==> config.mk <==
export PLATFORM = sky130hd
export DESIGN_NAME = demux1to4_stream
export DESIGN_NICKNAME = d
export VERILOG_FILES = /design/src/rtl/demux1to4_stream.sv
export SDC_FILE = /design/constraint.sdc
export NUM_CORES = 1
export LEC_CHECK = 0
export BUFFER_PORTS_ARGS = -buffer_cell sky130_fd_sc_hd__clkbuf_2
export CORE_MARGIN = 8
export CORE_UTILIZATION = 47
export CTS_BUF_LIST = sky130_fd_sc_hd__clkbuf_4 sky130_fd_sc_hd__clkbuf_8 sky130_fd_sc_hd__clkbuf_16
export DETAILED_ROUTE_END_ITERATION = 8
export PLACE_DENSITY_LB_ADDON = 0.15
export RECOVER_POWER = 25
export SLEW_MARGIN = 10
export SYNTH_ARGS = -nofsm -noshare
export SYNTH_HDL_FRONTEND = slang
export SYNTH_SLANG_ARGS = --single-unit
==> constraint.sdc <==
create_clock -name clk -period 2.06 [get_ports clk]
set_clock_uncertainty 0.05 [all_clocks]
set_input_delay 0.206 -clock clk [delete_from_list [all_inputs] [get_ports clk]]
set_output_delay 0.206 -clock clk [all_outputs]
set_load 0.01 [all_outputs]
==> src/rtl/demux1to4_stream.sv <==
// -----------------------------------------------------------------------------
// demux1to4_stream
//
// Purpose:
//   Registered 1-to-4 stream demultiplexer. One W-bit valid/ready input stream
//   is steered into one of four output holding registers. Each output has its
//   own valid/ready handshake. Latency is one cycle. No word is lost, and none
//   is duplicated, under backpressure.
//
// Optional feature (compile-time macro DEMUX_AUTO_SEL_EN):
//   When defined, a 2-bit round-robin pointer replaces the s input as the
//   destination index. The pointer advances on every accepted word. When the
//   pointed-at channel is full and not ready, the block stalls; it never skips
//   ahead to another channel.
//   When undefined, each accepted word is routed to the channel given by s.
//
// Ports:
//   clk        in   1   rising-edge clock
//   rst_n      in   1   asynchronous active-low reset
//   s          in   2   destination select (sampled on accept; unused in auto mode)
//   in_data    in   W   input word
//   in_valid   in   1   input word present
//   in_ready   out  1   block can accept in_data this cycle (combinational)
//   f0..f3     out  W   channel holding registers
//   out_valid  out  4   bit k set: fk holds an undelivered word
//   out_ready  in   4   bit k set: consumer k takes fk this cycle
//   acc_cnt    out  8   total accepted words, modulo 256
// -----------------------------------------------------------------------------
module demux1to4_stream #(
    parameter int W = 3
) (
    input  logic         clk,
    input  logic         rst_n,
    input  logic [1:0]   s,
    input  logic [W-1:0] in_data,
    input  logic         in_valid,
    output logic         in_ready,
    output logic [W-1:0] f0,
    output logic [W-1:0] f1,
    output logic [W-1:0] f2,
    output logic [W-1:0] f3,
    output logic [3:0]   out_valid,
    input  logic [3:0]   out_ready,
    output logic [7:0]   acc_cnt
);

    logic [1:0]   dst;          // destination channel for this cycle
    logic         accept;       // input handshake completes this cycle
    logic [W-1:0] f_all [4];    // per-channel holding registers, gathered
    logic [3:0]   valid_all;    // per-channel FULL flags, gathered
    logic [7:0]   acc_cnt_q;
    logic [7:0]   acc_cnt_d;

`ifdef DEMUX_AUTO_SEL_EN
    logic [1:0] ptr_q;
    logic [1:0] ptr_d;
    logic       unused_s;

    // s has no role when the pointer steers the data.
    assign unused_s = ^s;
    assign dst      = ptr_q;

    // The pointer only moves when a word is actually taken, so a stalled
    // channel keeps the pointer parked on it (no skipping).
    always_comb begin
        ptr_d = ptr_q + {1'b0, accept};
    end

    always_ff @(posedge clk or negedge rst_n) begin
        if (!rst_n) begin
            ptr_q <= 2'd0;
        end else begin
            ptr_q <= ptr_d;
        end
    end
`else
    assign dst = s;
`endif

    // A full destination can still take a new word in the same cycle that its
    // consumer drains the old one, which gives full throughput on one channel.
    assign in_ready = ~valid_all[dst] | out_ready[dst];
    assign accept   = in_valid & in_ready;

    genvar gi;
    generate
        for (gi = 0; gi < 4; gi++) begin : g_ch
            logic         load;
            logic [W-1:0] f_q;
            logic [W-1:0] f_d;
            logic         valid_q;
            logic         valid_d;

            assign load = accept & (dst == 2'(gi));

            // A load wins over a drain: the old word leaves on out_ready while
            // the new word arrives, and valid stays set.
            always_comb begin
                f_d     = f_q;
                valid_d = valid_q & ~out_ready[gi];
                if (load) begin
                    f_d     = in_data;
                    valid_d = 1'b1;
                end
            end

            always_ff @(posedge clk or negedge rst_n) begin
                if (!rst_n) begin
                    f_q     <= '0;
                    valid_q <= 1'b0;
                end else begin
                    f_q     <= f_d;
                    valid_q <= valid_d;
                end
            end

            assign f_all[gi]     = f_q;
            assign valid_all[gi] = valid_q;
        end
    endgenerate

    always_comb begin
        acc_cnt_d = acc_cnt_q + {7'd0, accept};
    end

    always_ff @(posedge clk or negedge rst_n) begin
        if (!rst_n) begin
            acc_cnt_q <= 8'd0;
        end else begin
            acc_cnt_q <= acc_cnt_d;
        end
    end

    assign f0        = f_all[0];
    assign f1        = f_all[1];
    assign f2        = f_all[2];
    assign f3        = f_all[3];
    assign out_valid = valid_all;
    assign acc_cnt   = acc_cnt_q;

endmodule

# == After elaboration in Yosys (flattened, before gate mapping) ==
# Index checks and enable logic that the tools add are counted.
# totals
rom_bits,0
input_bits,12
word_cells,38
ramBits,0
n_memories,0
ff_bits,24
latch_bits,0
# classes
n_reduce_logical,1
mul,0
div_mod_pow,0
n_lt_le_gt_ge,1
n_addsub,1
n_bitwise,15
shifts,0
n_eq_ne,3
muxes,8
# ops
op,n
1-bit AND,9
8-bit by 1-bit adder with 8-bit output,1
1-bit two-way mux,6
1-bit NOT,5
1-bit binary-select mux with 2-bit select,2
2-bit equality test (second input constant),2
2-bit by 3-bit less-than comparator with 1-bit output (second input constant),1
2-bit by 1-bit equality test with 1-bit output (second input constant),1
2-bit logical NOT,1
1-bit OR,1

# == Depth between registers and ports, before layout ==
# depth
depth_word,7
ltp_mapped,7
mapped_depth_nobuf,7

# == Worst setup path before layout ==
# OpenSTA, ideal clock, no wires.
# synth_timing
path_type,flip-flop to flip-flop
start,reg g_ch[3].valid_q
end,reg acc_cnt_q[4] (netlist: acc_cnt[4])
n_path_buf,0
path_stages_with_launch,8
required_time_ns,1.930
arrival_time_ns,1.730
period_less_slack_ns,1.860
slack_ns,0.200
setup_ns,0.080
path_cell_list,dfrtp_1 -> nand2b_4 -> mux4_2 -> and2_1 -> ha_1 -> ha_1 -> nand3_1 -> xnor2_1
# synth_via
elab_chain_len,6
# synth_lines
item,line_no,source
"start, declared",91,logic valid_q;
"start signal, assigned",113,valid_q <= valid_d;
1-bit binary-select mux with 2-bit select,82,assign in_ready = ~valid_all[dst] | out_ready[dst];
1-bit two-way mux (implied by the code),82,
1-bit NOT,82,
1-bit OR,82,
via in_ready,37,"output logic in_ready,"
1-bit AND,83,assign accept = in_valid & in_ready;
8-bit by 1-bit adder with 8-bit output,123,"acc_cnt_d = acc_cnt_q + {7'd0, accept};"
via acc_cnt_d[4],52,logic [7:0] acc_cnt_d;
"end signal, assigned",130,acc_cnt_q <= acc_cnt_d;
"end, declared",51,logic [7:0] acc_cnt_q;
# The timed path passes the listed nets, and every way through them passes these cells. The select of a mux whose other input is x is not followed.
# A chain may end at the register's enable or synchronous reset.

# == Final worst setup path ==
# layout_timing
start,reg g_ch[3].valid_q
end,reg acc_cnt_q[4] (netlist: acc_cnt[4])
# layout_via
elab_chain_len,6
# layout_lines
item,line_no
1-bit binary-select mux with 2-bit select,82
1-bit two-way mux (implied by the code),82
1-bit NOT,82
1-bit OR,82
1-bit AND,83
8-bit by 1-bit adder with 8-bit output,123
via acc_cnt_d[4],52
# The timed path passes the listed nets, and every way through them passes these cells. The select of a mux whose other input is x is not followed.

==> results.json <==
{
  "status": "finished, final reports clean",
  "r2r_slack_ns": 0.1,
  "initial_core_util_pct": 48.3,
  "numCtsBuffers": 3,
  "drcViolationCount": 0,
  "via_per_inst": 4.80,
  "ys_seq_area_share_pct": 57.9,
  "period_minus_slack_ns": 1.96,
  "synthMuxAreaShare_pct": 15.2,
  "htreeDepth": 1,
  "clock-sinks": 24,
  "cp-start-kind": "register",
  "cts_resized": 0,
  "tightest_slew_ns": 1.27,
  "drt-initial-drc-count": 7,
  "ys.warnings.count": 0,
  "synth_top_family_by_area": "simple AND/OR/NAND/NOR gates",
  "hold_class": "primary input to register",
  "path_max_fanout": 4,
  "maxCapViolCount": 0,
  "relSlewSlack_pct": 15.5,
  "end_kind": "register",
  "grtUsageTotal_pct": 11.3,
  "hold_slack_ns": 0.0976,
  "rows": 17,
  "dieHeight_um": 63.0,
  "final_nets": 125,
  "drive_gt1_share_pct": 53.6,
  "place.gp.congestion": 0.773,
  "synth_xor_area_share_pct": 5.07,
  "area_delta_synth_final_pct": 20.3,
  "ir_drop_mv": 0.641,
  "synthCells": 73,
  "yosys.area_share.simple_pct": 16.0,
  "slew_violations": 0,
  "die_area_um2": 3970,
  "cts.clk_slew.worst_paths_ns": 0.13,
  "num_antenna_cells": 0,
  "wl_per_cell_um": 14.9,
  "hold_violations": 0,
  "crit_type": "register to register",
  "p_leak_nw": 0.621,
  "synthAdderAreaFrac_pct": 2.41,
  "finalPower_mw": 1.30,
  "powerDensity_nw_per_um2": 1040,
  "min_period_over_period_pct": 95.3,
  "mappedNetlistArea_um2": 1040,
  "ant_nets": 0,
  "num_io_pins": 37,
  "port_buffers": 36,
  "grt_pass1_vias": 792,
  "overflow": 0,
  "totalWireLength_um": 2060,
  "grt_antenna_before_repair": 0,
  "setup_viol": 0,
  "insertion_delay_ns": 0.31,
  "critPathArrivalTime_ns": 2.15,
  "grt_max_degree": 25,
  "grt_pass1_wl_um": 3650,
  "die_x_um": 63.0,
  "firstDrtPassIters": 4,
  "synth.net_count": 87,
  "critical_path_required_ns": 2.24,
  "setup_ws_ns": 0.0961,
  "synth_area_per_cell_um2": 14.2,
  "clock_path_buffers": 2,
  "post-dp-hpwl_um": 1680,
  "cts_root_buffer": "clkbuf_4",
  "num_vias": 663,
  "coreArea_um2": 2150,
  "synth.distinct_cells": 16,
  "pre_cts_ws_ns": 0.118,
  "grt_setup_unrepaired": "no",
  "ys_seq_elements": 24,
  "synth_compound_area_share_pct": 0.483,
  "fmax_mhz": 509,
  "fin_setup_tns_ns": 0,
  "tritoncts": "yes"
}
## per-layer routing
metal	vias up	global-route usage (%)	routed length, um
li1	321	-	-
met1	316	12.5	902
met2	24	18.6	981
met3	2	4.84	160
met4	0	4.27	12
met5	-	0	0
## layout make-up
cell class                      instances  area, um^2
Fill cell                             190         901
Multi-Input combinational cell         45         387
Sequential cell                        24         601
Clock buffer                            4        36.3
Tap cell                               28        35.0
Timing Repair Buffer                   37         189
## stage by stage
step	area [um^2]	util (%)	instances
final	1250	58.1	138
after floorplan	1040	-	73
after detailed placement	1220	56.9	133
after global routing	1250	58.1	138
after CTS	1270	59.1	138
after global placement	1220	56.9	133
## worst paths after layout
check	from	end	cells past startpoint
max	g_ch[3].valid_q$_DFF_PN0_	acc_cnt[4]$_DFF_PN0_	7
min	out_ready[2]	g_ch[2].valid_q$_DFF_PN0_	3
max reg2reg	g_ch[3].valid_q$_DFF_PN0_	acc_cnt[4]$_DFF_PN0_	7
min reg2reg	acc_cnt[7]$_DFF_PN0_	acc_cnt[7]$_DFF_PN0_	1
max in group asynchronous	rst_n	f2[2]$_DFFE_PN0P_	2
min in group asynchronous	rst_n	g_ch[2].valid_q$_DFF_PN0_	2
## repair_timing
item | CTS | global route
hold endpoints to repair | 24 | 0
buffers inserted | 0 | 0
hold buffers | 1 | 0
## logic make-up after synthesis
family                   count (synthesis)
multiplexers                            13
XOR/XNOR                                 6
adder cells (fa/ha/maj)                  2
buffers and inverters                    4
AO/OA/AOI/OAI                            1
flip-flops                              24
AND/OR/NAND/NOR                         23
## cells in the mapped netlist, drive strengths merged
library cell | count | area, um^2
nand2b | 4 | 55.1
nand2 | 5 | 18.8
nor2b | 2 | 17.5
ha | 2 | 25.0
o21ai | 1 | 5.00
and3 | 3 | 18.8
xnor2 | 5 | 43.8
mux2 | 12 | 135
xor2 | 1 | 8.76
dfrtp | 24 | 601
nand3b | 1 | 7.51
nor3b | 1 | 12.5
mux4 | 1 | 22.5
buf | 4 | 30.0
nand3 | 6 | 30.0
and2 | 1 | 6.26
## cells in the final DEF, fill, tap and decap left out
master	n
and2_1	1
and3_1	3
clkbuf_1	1
clkbuf_2	35
clkbuf_4	3
clkbuf_8	1
dfrtp_1	24
dlygate4sd3_1	1
ha_1	2
mux2_2	12
mux4_2	1
nand2_1	5
nand2b_2	4
nand3_1	6
nand3b_1	1
nor2b_2	2
nor3b_2	1
o21ai_0	1
xnor2_1	5
xor2_1	1
## registers in the layout (all words and copies together) (netlist names)
register / cells
f1: 3
g_ch.valid_q: 4
f3: 3
f2: 3
acc_cnt: 8
f0: 3
## power by group
part           switching, mW  leakage [nW]  internal [mW]
Sequential            0.0956         0.294          0.589
Combinational          0.185         0.306          0.183
Clock                  0.139        0.0210          0.108
## critical path: stages, from the launching register on
cell and delay (ns):
dfrtp_1 0.40, nand2b_2 0.08, mux4_2 0.48, and2_1 0.18
ha_1 0.22, ha_1 0.24, nand3_1 0.11, xnor2_1 0.13
Power figures use the tool's default switching activity.
